==> config.mk <==
export PLATFORM = sky130hd
export DESIGN_NAME = pc_fetch
export DESIGN_NICKNAME = d
export VERILOG_FILES = /design/src/rtl/pc_fetch_pkg.sv /design/src/rtl/pc_fetch_reg.sv /design/src/rtl/pc_fetch.sv
export SDC_FILE = /design/constraint.sdc
export NUM_CORES = 1
export LEC_CHECK = 0
export CAP_MARGIN = 10
export CORE_MARGIN = 2
export CORE_UTILIZATION = 37
export DETAILED_ROUTE_END_ITERATION = 16
export HOLD_SLACK_MARGIN = 0.08
export PLACE_DENSITY = 0.9
export SYNTH_ARGS = -nofsm -noshare
export SYNTH_HDL_FRONTEND = slang
export SYNTH_SLANG_ARGS = --single-unit
==> constraint.sdc <==
create_clock -name clk -period 1.96 [get_ports clk]
set_input_delay 0.392 -clock clk [delete_from_list [all_inputs] [get_ports clk]]
set_output_delay 0.392 -clock clk [all_outputs]
set_load 0.05 [all_outputs]
==> src/rtl/pc_fetch_pkg.sv <==
// Shared fetch-unit definitions: FSM states, NOP word,
// next-PC operation codes and small helpers.
package pc_fetch_pkg;

    typedef enum logic [2:0] {
        S_IDLE  = 3'd0,
        S_REQ   = 3'd1,
        S_WAIT  = 3'd2,
        S_VALID = 3'd3,
        S_TRAP  = 3'd4
    } fetch_state_e;

    typedef enum logic [1:0] {
        NPC_PC4  = 2'd0,
        NPC_BR   = 2'd1,
        NPC_JAL  = 2'd2,
        NPC_JALR = 2'd3
    } npc_op_e;

    localparam logic [31:0] NOP_INST = 32'h0000_0013;

    function automatic logic addr_aligned(input logic [31:0] a);
        return (a[1:0] == 2'b00);
    endfunction

endpackage

==> src/rtl/pc_fetch_reg.sv <==
// Program-counter register: 32-bit, async active-low reset,
// synchronous load enable.
module pc_reg #(
    parameter logic [31:0] RESET_VAL = 32'h0000_0000
) (
    input  logic        clk,
    input  logic        rst_n,
    input  logic        load,
    input  logic [31:0] d,
    output logic [31:0] q
);

    logic [31:0] pc_q;
    logic [31:0] pc_d;

    // Hold unless a load is requested.
    always_comb begin
        pc_d = pc_q;
        if (load) begin
            pc_d = d;
        end
    end

    // State register with async reset to the boot address.
    always_ff @(posedge clk or negedge rst_n) begin
        if (!rst_n) begin
            pc_q <= RESET_VAL;
        end else begin
            pc_q <= pc_d;
        end
    end

    assign q = pc_q;

endmodule

==> src/rtl/pc_fetch.sv <==
// Instruction fetch unit: single-outstanding memory request,
// registered instruction word, sticky misalignment trap.
module pc_fetch
    import pc_fetch_pkg::*;
#(
    parameter logic [31:0] RESET_PC = 32'h0000_0000
) (
    input  logic        clk,
    input  logic        rst,
    input  logic [31:0] npc,
    input  logic        pc_we,
    input  logic        stall,
    output logic        imem_req,
    output logic [31:0] imem_addr,
    input  logic        imem_gnt,
    input  logic        imem_rvalid,
    input  logic [31:0] imem_rdata,
    output logic [31:0] pc,
    output logic [31:0] inst,
    output logic        inst_valid,
    output logic        misalign
);

    fetch_state_e state_q;
    fetch_state_e state_d;
    logic [31:0]  inst_q;
    logic [31:0]  inst_d;
    logic         misalign_q;
    logic         misalign_d;
    logic         pc_load;
    logic         accept;

    pc_reg #(
        .RESET_VAL(RESET_PC)
    ) u_pc_reg (
        .clk  (clk),
        .rst_n(rst),
        .load (pc_load),
        .d    (npc),
        .q    (pc)
    );

    assign accept = pc_we && !stall;

    // Next-state, instruction latch and trap logic.
    always_comb begin
        state_d    = state_q;
        inst_d     = inst_q;
        misalign_d = misalign_q;
        pc_load    = 1'b0;
        unique case (state_q)
            S_IDLE: begin
                state_d = S_REQ;
            end
            S_REQ: begin
                if (imem_gnt) begin
                    state_d = S_WAIT;
                end
            end
            S_WAIT: begin
                if (imem_rvalid) begin
                    inst_d  = imem_rdata;
                    state_d = S_VALID;
                end
            end
            S_VALID: begin
                if (accept) begin
                    pc_load = 1'b1;
                    if (addr_aligned(npc)) begin
                        state_d = S_REQ;
                    end else begin
                        state_d    = S_TRAP;
                        misalign_d = 1'b1;
                    end
                end
            end
            S_TRAP: begin
                misalign_d = 1'b1;
            end
            default: begin
                state_d = S_IDLE;
            end
        endcase
    end

    // State, instruction word and trap flag registers.
    always_ff @(posedge clk or negedge rst) begin
        if (!rst) begin
            state_q    <= S_IDLE;
            inst_q     <= NOP_INST;
            misalign_q <= 1'b0;
        end else begin
            state_q    <= state_d;
            inst_q     <= inst_d;
            misalign_q <= misalign_d;
        end
    end

    assign imem_req   = (state_q == S_REQ);
    assign imem_addr  = pc;
    assign inst       = inst_q;
    assign inst_valid = (state_q == S_VALID);
    assign misalign   = misalign_q;

endmodule

# ---- After elaboration in Yosys (flattened, before gate mapping)
# Cells that the tools add are included.
dict set report word_totals {
  register_bits 68
  in_bits 70
  out_inout_bits 99
  elab_cells 31
}
dict set report op_classes {
  n_eq_ne 8
  mux 10
  n_bitwise 1
  n_reduce_logical 8
}
# cell count
set op_table {}
lappend op_table {{$pmux W3 S5} 1}
lappend op_table {{$mux W3} 4}
lappend op_table {{$eq A3 B2 Y1 const B} 2}
lappend op_table {{$mux W1} 4}
lappend op_table {{$ne A2 B1 Y1 const B} 2}
lappend op_table {{$ne A2 B2 Y1 const B} 2}
lappend op_table {{$reduce_and A4 Y1} 1}
lappend op_table {{$eq A3 B1 Y1 const B} 1}
lappend op_table {{$eq A3 B3 Y1 const B} 1}
lappend op_table {{$logic_not A3 Y1} 1}
lappend op_table {{$reduce_and A3 Y1} 1}
lappend op_table {{$logic_not A2 Y1} 1}
lappend op_table {{$pmux W1 S2} 1}
lappend op_table {{$reduce_and A2 Y1} 1}
lappend op_table {{$reduce_bool A2 Y1} 1}
lappend op_table {{$logic_and A1 B1 Y1} 1}
lappend op_table {{$logic_not A1 Y1} 1}
lappend op_table {{$not A1 Y1} 1}

# ---- Longest topological paths before layout
dict set report depth {
  ltp_word 4
  ltp_mapped 4
  mapped_depth_nobuf 3
}

# ---- Hierarchy
# Synthesis repeated with hierarchy kept, for this count alone.
dict set report unflattened {
  hier_cells 188
  hier_area_um2 2994.1
}
# mod n_inst cells_per_inst area_per_inst_um2 seq_area_each_um2
set by_module_without_submodules {}
lappend by_module_without_submodules {pc_fetch 1 120 1649.1 904.6}
lappend by_module_without_submodules {pc_reg 1 68 1345.0 800.8}

# ---- Worst setup path before layout
# No wires, ideal clock.
dict set report synth_timing {
  path_type {reg-to-output}
  startpoint {reg state_q[2]}
  endpoint {out imem_req}
  t_arrival_ns 1.560
  required_ns 1.568
  setup_slack_ns 0.008
  path_stages_with_launch 3
  path_buffers 1
  path_cell_list {dfrtp_1 -> buf_2 -> nor3_1}
}
dict set report synth_via {
  elab_chain_cells 1
}
# element line_no
set synth_rtl {}
lappend synth_rtl {{from (decl)} pc_fetch.sv:24} ;# fetch_state_e state_q;
lappend synth_rtl {{from (signal assigned)} pc_fetch.sv:93} ;# state_q <= state_d;
lappend synth_rtl {{$eq A3 B1 Y1} pc_fetch.sv:99} ;# assign imem_req = (state_q == S_REQ);
lappend synth_rtl {{to (decl)} pc_fetch.sv:13} ;# output logic imem_req,
# Every way passes these cells.

# ---- Final worst setup path
dict set report layout_timing {
  startpoint {reg u_pc_reg.pc_q[17] (netlist: u_pc_reg.q[17])}
  endpoint {out imem_addr[17]}
}
# element line_no
set layout_lines {}
lappend layout_lines {{from (decl)} pc_fetch_reg.sv:13} ;# logic [31:0] pc_q;
lappend layout_lines {{from (signal assigned)} pc_fetch_reg.sv:29} ;# pc_q <= pc_d;
lappend layout_lines {{to (decl)} pc_fetch.sv:14} ;# output logic [31:0] imem_addr,
# No word-level cell between the ends.

==> flow_summary.yaml <==
worst_setup_path:
  end_kind: "output pin"
  crit_required_ns: 1.57
  reg2reg_from: "state_q[0]$_DFFE_PN0P_"
  cpMaxStageDelayCell: "clkdlybuf4s50_1"
  reg2reg_depth: 4
  path_max_fanout: 3
  cpLargestDelayFamily: "buffers and inverters"
  startpoint: "u_pc_reg.q[17]$_DFFE_PN0P_"
  crit_path_start_kind: "flop"
  critPathMaxStageDelay_ns: 0.81
  path_class: "flop to output pin"
  worstPathCellList: "clkdlybuf4s50_1"
  path_depth: 1
  arrival_ns: 1.52
  critPathBufInv: 1
synthesis:
  synthesis.area_um2: 2866
  syn_inst: 192
  ys_ff_latch: 68
  synth_area_per_cell_um2: 14.93
  ys_seq_area_share_pct: 59.49
  yosysWarnings: 0
  synth_nets: 262
  yosysUniqueCellTypes: 18
finish:
  fillCellCount: 582
  areaGrowthSynthToFinish_pct: 63.07
  diodes: 0
  drive_gt1_share_pct: 28.15
  fin_nets: 406
clocking:
  cts_tree: "built"
  cts.reportedPaths.clkPinSlew_ns: 0.08
  cts_max_level: 3
  clock_path_buffers: 2
  numCtsBuffers: 9
  cts_hold_buf: 0
  cts.sinks: 68
  post-cts-setup-buffers: 0
  cts-root-buf: "clkbuf_8"
  clkLatencyLatePin_ns: 0.33
routing:
  drc_errors: 0
  route.vias.total: 2029
  drt_pass1_iterations: 6
  viasPerCell: 4.580
  routed_wl_mm: 6.769
  wl_per_cell_um: 15.28
  dr.first_iter.drc_count: 25
  antenna_left: 0
timing:
  fin_skew_ns: 0.009749
  clock.fmax_mhz: 523.6
  relSlewSlack_pct: 64.71
  whs_ns: 0.09955
  finalHoldViolCount: 0
  timing.final.crit_share_pct: 97.43
  tightest_slew_ns: 0.5277
  finalSetupViolCount: 0
  timing.final.crit_period_ns: 1.910
  slew_viol_final: 0
floorplanning:
  die_y_um: 92.02
  placeableCoreArea_um2: 7607
  die-area_um2: 8468
  die_x_um: 92.02
  start_util_pct: 37.68
  io_pins: 169
  num_rows: 32
global_route:
  antenna_found_initial: 0
  grtUsageTotal_pct: 15.69
  first_global_vias: 2095
  grt_pass1_wl_mm: 10.37
  grt_overflow: 0
  grt_max_degree: 38
worst_hold_path:
  holdCritPathClass: "input port to asynchronous set/reset pin"
placed_design:
  place.port_buffers: 168
  place_hpwl_mm: 5.223
  gp_congestion: 0.7630
job:
  drv_cap: 0
run_status:
  status: "complete, no violations"
-- repair_timing --
action	in CTS	in global routing
gates resized for setup	7	28
endpoints found under the hold margin	0	0
setup endpoints to repair	7	31
-- cells in the mapped netlist, drive strengths merged --
cell type	count	area, µm²
dfrtp	65	1627
inv	1	3.750
o21ai	4	20.02
nand2b	2	12.51
dfstp	3	78.83
mux2	64	720.7
buf	39	312.8
a21oi	2	10.01
or3	1	11.26
nor2	3	11.26
nor3	4	25.02
nand2	2	7.510
nor3b	1	18.77
nand3b	1	7.510
-- worst reg2reg max path: stages, from the launching register on --
cell      delay, ns
dfrtp_1        0.43
nand2b_1       0.21
nor3b_4        0.27
buf_12         0.23
mux2_2         0.38
-- path summary, 6_finish.rpt --
| check | endpoint | slack, ns |
|---|---|---|
| max in group asynchronous | inst[0]$_DFFE_PN1P_ | 1.48 |
| hold reg to reg | inst[7]$_DFFE_PN0P_ | 0.51 |
| setup / recovery | imem_addr[17] | 0.05 |
| setup reg to reg | inst[17]$_DFFE_PN0P_ | 0.33 |
| hold / removal | u_pc_reg.q[20]$_DFFE_PN0P_ | 0.1 |
| min in group clk | inst[7]$_DFFE_PN0P_ | 0.51 |
-- kinds of logic after synthesis --
logic type	after synthesis	synth area share, %
buffers and inverters	40	11.04
multiplexers	64	25.14
flip-flops	68	59.49
AO/OA/AOI/OAI	6	1.048
AND/OR/NAND/NOR	14	3.274
-- layout make-up --
| class | instances | area [µm²] | area share [%] |
|---|---|---|---|
| Clock buffer | 11 | 141.4 | 3.025 |
| Sequential cell | 68 | 1705 | 36.48 |
| Multi-Input combinational cell | 84 | 850.8 | 18.20 |
| Inverter | 1 | 3.754 | 0.08030 |
| Timing Repair Buffer | 172 | 1793 | 38.36 |
| Tap cell | 102 | 127.6 | 2.730 |
| Clock inverter | 5 | 52.55 | 1.124 |
-- flip-flops by register name (all words and copies together), names as in the netlist --
signal	flops
state_q	3
u_pc_reg.q	32
inst	32
misalign	1
-- stage by stage --
step	area, µm²	setup slack (ns)	setup TNS [ns]	utilization (%)	instances
after detailed placement	4419	0.03105	0	58.09	427
after global routing	4674	-0.006551	-0.01177	61.45	443
after floorplan	2867	0.008291	0	-	192
after CTS	4604	0.001210	0	60.53	443
final	4674	0.05029	0	61.45	443
after global placement	4419	0.08374	0	58.09	427
-- layer usage --
layer	global-route usage (%)	vias up	share of wire, %
li1	-	914	-
met1	16.52	994	36
met4	6.343	0	0.87
met5	0	-	0
met3	5.998	7	9.8
met2	28.06	114	53
-- layout by cell type, fill, tap and decap left out --
cell and count:
nor3_1 3, buf_2 1, clkdlybuf4s50_1 122, dlymetal6s2s_1 28, nand3b_1 1, mux2_2 60
clkinvlp_4 1, buf_12 4, nor3_4 1, dfstp_2 3, nand2_1 2, nor3b_4 1
a21oi_1 2, buf_4 10, or3_4 1, nor2_1 3, bufinv_16 1, clkinv_2 3
inv_1 1, dfrtp_1 65, o21ai_0 4, nand2b_1 2, dlygate4sd2_1 7, clkbuf_1 1
mux2_1 4, clkbuf_8 10
Power is left out: the tool's default activity adds up to more than one toggle a clock period on the data nets, which glitch-free logic cannot reach.
